===== config.mk =====
export PLATFORM = sky130hd
export DESIGN_NAME = seg_scan_ctrl
export DESIGN_NICKNAME = d
export VERILOG_FILES = /design/src/rtl/seg_scan_ctrl.sv
export SDC_FILE = /design/constraint.sdc
export NUM_CORES = 1
export LEC_CHECK = 0
export CAP_MARGIN = 20
export CELL_PAD_IN_SITES_DETAIL_PLACEMENT = 1
export CELL_PAD_IN_SITES_GLOBAL_PLACEMENT = 1
export CORE_MARGIN = 5
export CORE_UTILIZATION = 48
export CTS_BUF_LIST = sky130_fd_sc_hd__clkbuf_4 sky130_fd_sc_hd__clkbuf_8
export DETAILED_ROUTE_END_ITERATION = 6
export DONT_BUFFER_PORTS = 1
export GPL_TIMING_DRIVEN = 0
export PLACE_DENSITY_LB_ADDON = 0.1
export SLEW_MARGIN = 30
export SYNTH_ARGS = -nofsm -noshare
export SYNTH_HDL_FRONTEND = slang
export SYNTH_SLANG_ARGS = --single-unit

===== constraint.sdc =====
create_clock -name clk -period 2.91 [get_ports clk]
set_input_delay 0.291 -clock clk [delete_from_list [all_inputs] [get_ports clk]]
set_output_delay 0.291 -clock clk [all_outputs]
set_load 0.02 [all_outputs]

===== src/rtl/seg_scan_ctrl.sv =====
// 8-digit multiplexed 7-segment scan controller.
// Anti-ghost blanking, brightness PWM, blink and leading-zero suppression.
module seg_scan_ctrl #(
  parameter int NDIG      = 8,
  parameter int BLANK_CYC = 4,
  parameter int PWM_W     = 3
) (
  input  logic                  clk,
  input  logic                  rstn,
  input  logic                  tick,
  input  logic [4*NDIG-1:0]     data,
  input  logic [PWM_W-1:0]      bright,
  input  logic [NDIG-1:0]       blink_mask,
  input  logic                  blink_phase,
  input  logic                  lz_en,
  output logic [NDIG-1:0]       an,
  output logic [3:0]            digit_val,
  output logic [$clog2(NDIG)-1:0] scan_idx,
  output logic                  blank
);

  localparam int IW = $clog2(NDIG);
  localparam logic [3:0] BLANK_INIT = 4'(BLANK_CYC - 1);

  typedef enum logic {S_BLANK, S_ON} state_t;

  state_t          state_q, state_d;
  logic [3:0]      bcnt_q, bcnt_d;
  logic [PWM_W-1:0] pwm_q, pwm_d;
  logic [IW-1:0]   idx_q, idx_d;
  logic [NDIG-1:0] an_q, an_d;
  logic [3:0]      dval_q, dval_d;

  logic [NDIG-1:0] tail_zero;
  logic            supp;
  logic            lit;

  always_ff @(posedge clk) begin
    if (!rstn) begin
      state_q <= S_BLANK;
      bcnt_q  <= BLANK_INIT;
      pwm_q   <= '0;
      idx_q   <= '0;
      an_q    <= '1;
      dval_q  <= '0;
    end else begin
      state_q <= state_d;
      bcnt_q  <= bcnt_d;
      pwm_q   <= pwm_d;
      idx_q   <= idx_d;
      an_q    <= an_d;
      dval_q  <= dval_d;
    end
  end

  always_comb begin
    state_d = state_q;
    bcnt_d  = bcnt_q;
    pwm_d   = pwm_q;
    idx_d   = idx_q;
    unique case (state_q)
      S_BLANK: begin
        if (bcnt_q == 4'd0) state_d = S_ON;
        else                bcnt_d  = bcnt_q - 1'b1;
      end
      S_ON: begin
        if (tick) begin
          idx_d   = idx_q + 1'b1;
          pwm_d   = '0;
          bcnt_d  = BLANK_INIT;
          state_d = S_BLANK;
        end else begin
          pwm_d   = pwm_q + 1'b1;
        end
      end
      default: state_d = S_BLANK;
    endcase
  end

  // tail_zero[i]: every digit from i up to the top is zero
  always_comb begin
    tail_zero = '0;
    tail_zero[NDIG-1] = (data[4*(NDIG-1) +: 4] == 4'd0);
    for (int i = NDIG - 2; i >= 0; i--) begin
      tail_zero[i] = tail_zero[i+1] & (data[4*i +: 4] == 4'd0);
    end
  end

  // Anode is computed against the next-cycle state so it lands aligned
  always_comb begin
    supp   = lz_en && (idx_d != '0) && tail_zero[idx_d];
    lit    = (pwm_d <= bright)
           && !(blink_mask[idx_d] && blink_phase)
           && !supp;
    an_d   = '1;
    if (state_d == S_ON && lit) an_d[idx_d] = 1'b0;
    dval_d = data[{idx_q, 2'b00} +: 4];
  end

  assign an        = an_q;
  assign digit_val = dval_q;
  assign scan_idx  = idx_q;
  assign blank     = (state_q == S_BLANK);

endmodule


* Yosys cells after proc, flatten, opt, wreduce, memory -nomap -nowiden *
Cells that the tools add are included.

operators by class
  add/subtract/negate cells = 3
  $lt $le $gt $ge = 3
  equal/unequal tests = 2
  shift-type cells = 1
  mux-type cells = 16
  bitwise gates (word level) = 9
  reduce and logical (&&, ||, !) cells = 21

operators with widths
  kind                                                                                  number
  4-bit logical NOT                                                                     9
  32-bit by 6-bit indexed part select with 4-bit output                                 1
  3-bit 2-to-1 mux                                                                      4
  4-bit 2-to-1 mux                                                                      2
  8-bit inverter                                                                        1
  4-bit one-hot mux with 2 select lines                                                 1
  1-bit bitwise AND                                                                     7
  1-bit logical AND                                                                     7
  3-bit by 1-bit adder with 3-bit output (second input constant)                        2
  1-bit binary-select mux with 3-bit select                                             2
  1-bit 2-to-1 mux                                                                      5
  3-bit by 4-bit less-than comparator with 1-bit output (second input constant)         1
  2-bit != test (second input constant)                                                 2
  2-bit AND reduction                                                                   2
  4-bit by 1-bit subtractor with 4-bit output (second input constant)                   1
  1-bit demux with 3-bit select                                                         1
  3-bit by 1-bit greater-or-equal comparator with 1-bit output (second input constant)  1
  3-bit less-or-equal comparator                                                        1
  3-bit nonzero test                                                                    1
  1-bit logical NOT                                                                     2
  1-bit one-hot mux with 2 select lines                                                 1
  1-bit inverter                                                                        1

storage, ports and cells
  register bits = 23
  bits of input ports = 48
  output and inout bits = 16
  logic and storage cells = 61

* Depth between registers and ports, before layout *
  depth after elaboration = 15
  mapped depth = 11
  depth with buffers taken out = 9

* Worst setup path before layout *
Ideal clock, no wire load.

  kind = register -> register
  from = reg state_q
  to = reg an_q[3], in the netlist an[3]
  library setup time = 0.140 ns
  arrival time = 1.988 ns
  data required time = 2.770 ns
  slack = 0.782 ns
  stages on the path, launching flop included = 12
  buffers on the path = 2
  clock period less this slack = 2.128 ns
  cell sequence = dfxtp_1 buf_2 clkbuf_1 inv_1 nor2_1 mux2i_1 o2bb2ai_1 ha_1 o21ai_0 a32oi_1 nor2_2 o2111ai_1

between the ends
  elaborated cells on any way between the ends = 25
  classes of those cells = 3 x order compare; 9 x mux; 2 x bitwise; 11 x reduce/logical

RTL lines
  item                                   line  source
  start: declaration                     27    state_t state_q, state_d;
  start signal: assignment               47    state_q <= state_d;
  1-bit inverter                         n/a
  net blank                              19    output logic blank
  1-bit one-hot mux with 2 select lines  61    unique case (state_q)
  1-bit logical AND                      96    if (state_d == S_ON && lit) an_d[idx_d] = 1'b0;
  2-bit AND reduction (no line)          n/a
  end signal: assignment                 51    an_q <= an_d;
  end: declaration                       31    logic [NDIG-1:0] an_q, an_d;

The timed path passes the listed nets, and every way through them passes these cells. The select of a mux whose other input is x is not followed.
A chain may end at the register's enable or synchronous reset.

* Worst setup path in the final report *
  from = reg idx_q[1], in the netlist scan_idx[1]
  to = reg an_q[2], in the netlist an[2]

between the ends
  word-level cells in the longest chain between the ends = 11
  elaborated cells on any way between the ends = 23
  classes of those cells = 1 x add/sub; 2 x order compare; 8 x mux; 1 x bitwise; 11 x reduce/logical

RTL lines
  item                                       line  source
  start: declaration                         30    logic [IW-1:0] idx_q, idx_d;
  start signal: assignment                   50    idx_q <= idx_d;
  3-bit by 1-bit adder with 3-bit output     68    idx_d = idx_q + 1'b1;
  3-bit 2-to-1 mux                           67    if (tick) begin
  3-bit 2-to-1 mux *                         61
  1-bit binary-select mux with 3-bit select  93    && !(blink_mask[idx_d] && blink_phase)
  1-bit 2-to-1 mux (not written as such)     93
  1-bit logical AND                          93
  1-bit logical NOT                          93
  1-bit logical AND                          93
  1-bit logical AND                          94    && !supp;
  1-bit logical AND                          96
  2-bit AND reduction (no line)              n/a

Every way passes the cells marked *; elsewhere a longest branch is shown, timed or not. The select of a mux whose other input is x is not followed.

==> results by group <==
Critical path
  – Critical path type: flop to flop
  – Critical Path Slowest Stage Cell: dfxtp_1
  – Worst EP arrival: 2.67 ns
  – Crit path launch type: flop
  – Max stage delay on crit path: 0.62 ns
  – CP cell instances: ha_1 > xor2_1 > o31ai_1 > o21ai_1 > o2111ai_2 > nand4_1
  – Critical Path RT: 3.10 ns
  – Crit path capture type: flop
  – CP Max Fanout: 8

GRT
  – GRT Util Overall: 20.1%
  – Initial antenna violation count: 0
  – GRT busiest layer: met2
  – Grt met1 use: 21.1%
  – First-pass GRT wire length: 6870 um
  – GR Util met2: 38.2%
  – Largest net degree at the start of global routing: 14
  – Total grt overflow: 0
  – Vias in the first global route: 1,492
  – M3 GR Usage: 4.83%

Placed design
  – Port Buffers: 0
  – RePlAce Congestion: 0.769
  – Hpwl dp: 3500 um
  – Place WS: 0.228 ns
  – Placement Cell Area: 1630 um2
  – Dpl cells: 208

Routing
  – DRC Markers: 0
  – Starting DRT DRC Count: 66
  – Drt pass-1 iters: 4
  – Via Count: 1,322
  – Routed Antenna Nets: 0
  – WL/cell: 19.6 um
  – Drt via density: 6.27
  – Detailed Route WL: 4150 um

Clocking
  – Clk slew on worst S/H paths: 0.12 ns
  – Clk buf depth: 2
  – Postcts setup bufs: 0
  – H-tree Lvls: 1
  – Clock root cell: clkbuf_4
  – Clk Latency, worst-skew pair: 0.31 ns
  – Clk sinks: 23
  – Post-CTS Resized: 0
  – CTS tree: built
  – Hold-fix buffer count after cts: 0
  – Total CTS buffers: 3

Logic synthesis
  – Sequential fraction of the synthesis area: 29.2%
  – Ys async rst share: 0%
  – Synthesized instance count: 164
  – Register bit total from synthesis: 23
  – Synth Area per Inst: 9.63 um2
  – Synthesized Nets: 219
  – Number of enable-type register cells in the synthesized netlist: 0
  – Top FF cell, synth: dfxtp_1
  – Post-synth top area share: 29.2%
  – Synth Cell Area: 1580 um2
  – Synth warn: 0
  – Distinct cell type count after synthesis: 53
  – Synth area leader: dfxtp_1
  – Largest cells by area after synthesis: dfxtp_1, mux4_2, ha_1

Floorplan
  – Die X: 67.4 um
  – Starting Density: 50.9%
  – Die height: 67.4 um
  – Rows: 20
  – Core Footprint: 3100 um2
  – # IOs: 64
  – Die Area: 4540 um2

STA
  – Final hold violations: 0
  – Worst slew margin: 52.7%
  – Worst-Margin Slew: 0.704 ns
  – Final setup fails: 0
  – Final hold slack: 0.106 ns
  – RSZ-0062 raised after global routing: no
  – Fmax: 403 MHz
  – Max Clock Skew: 0.00195 ns
  – Setup TNS: 0 ns
  – Post-route minimum period: 2.48 ns
  – Final WS setup: 0.430 ns
  – Final period utilization: 85.2%
  – Fin. max-slew vios: 0

Status
  – Status: complete, no violations

Finish
  – Area grow syn2layout: 4.99%
  – Post-Layout Cell Count: 211
  – Commonest cells after routing, fill and taps aside: dfxtp_1, nor2b_1, o21ai_0, inv_1
  – Antenna cells: 0
  – Core Util, Final: 53.4%
  – Share of post-route cells with drive strength above 1: 16.8%
  – Fillers: 385
  – Nets: 223
  – Design Area, Final: 1660 um2
  – Most common cell after layout, fill and taps aside: dfxtp_1

Power and ir drop
  – Pwr per Cell Area: 396 nW/um2
  – Worst VDD drop: 0.000145 V
  – Tot Pwr: 0.656 mW
  – Pleak: 0.593 nW

Flow run
  – Max-cap check violation count: 0

Hold path
  – Hold WC Path Type: primary input to flop
-- cells in the mapped netlist (all sizes together) (3+ instances only) --
| master | number |
|---|---|
| nand4 | 6 |
| a21oi | 3 |
| a21bo | 3 |
| dfxtp | 23 |
| buf | 5 |
| or4 | 4 |
| nor2b | 10 |
| ha | 7 |
| and2 | 4 |
| nor2 | 7 |
| mux2i | 6 |
| nor4 | 4 |
| inv | 8 |
| nor3 | 4 |
| mux4 | 8 |
| nor3b | 3 |
| nand2 | 7 |
| o21ai | 11 |
| o2111ai | 3 |
| nand3b | 3 |
| a21boi | 3 |
-- final cells by class --
cell class	count	area, um2	share of cell area, %
Multi-Input combinational cell	126	1050	63.4
Inverter	8	30.0	1.81
Buffer	6	33.8	2.04
Clock inverter	1	5.00	0.302
Tap cell	44	55.1	3.32
Clock buffer	3	22.5	1.36
Sequential cell	23	460	27.8
-- layer usage --
layer  share of wire, %  vias to the layer above
met5                  0                        -
met3                5.3                        6
li1                   -                      638
met2                 55                       39
met1                 38                      639
met4                1.4                        0
-- power by group --
part	internal (mW)	switching (mW)	total, mW
logic	0.0697	0.0854	0.155
clock network	0.0513	0.0920	0.143
registers	0.335	0.0228	0.358
total	0.456	0.200	0.656
-- sequential cells by signal (all words and copies together), names as in the netlist --
signal,cells
state_q,1
bcnt_q,4
pwm_q,3
digit_val,4
scan_idx,3
an,8
-- critical path: cells and delay by family (launching register included) --
family	cells	cell delay, ns
compound gates	3	1.18
flops	1	0.62
fa+ha+maj	1	0.32
simple gates	1	0.13
xor+xnor	1	0.12
-- logic make-up (layout without fill, tap and decap cells) --
logic type      Yosys count  after routing  share of synthesized area, %
simple gates             60             60                          23.7
flops                    23             23                          29.2
compound gates           42             42                          20.2
buf+inv                  15             18                          4.28
xor+xnor                  3              3                          1.66
mux                      14             14                          15.5
fa+ha+maj                 7              7                          5.55
-- final timing paths --
check | to | from | slack, ns | depth (start not counted)
max | an[2] | scan_idx[1] | 0.43 | 6
max reg2reg | an[2] | scan_idx[1] | 0.43 | 6
min reg2reg | bcnt_q[0] | bcnt_q[0] | 0.57 | 1
min | digit_val[1] | rstn | 0.11 | 1
Power figures use the tool's default switching activity.
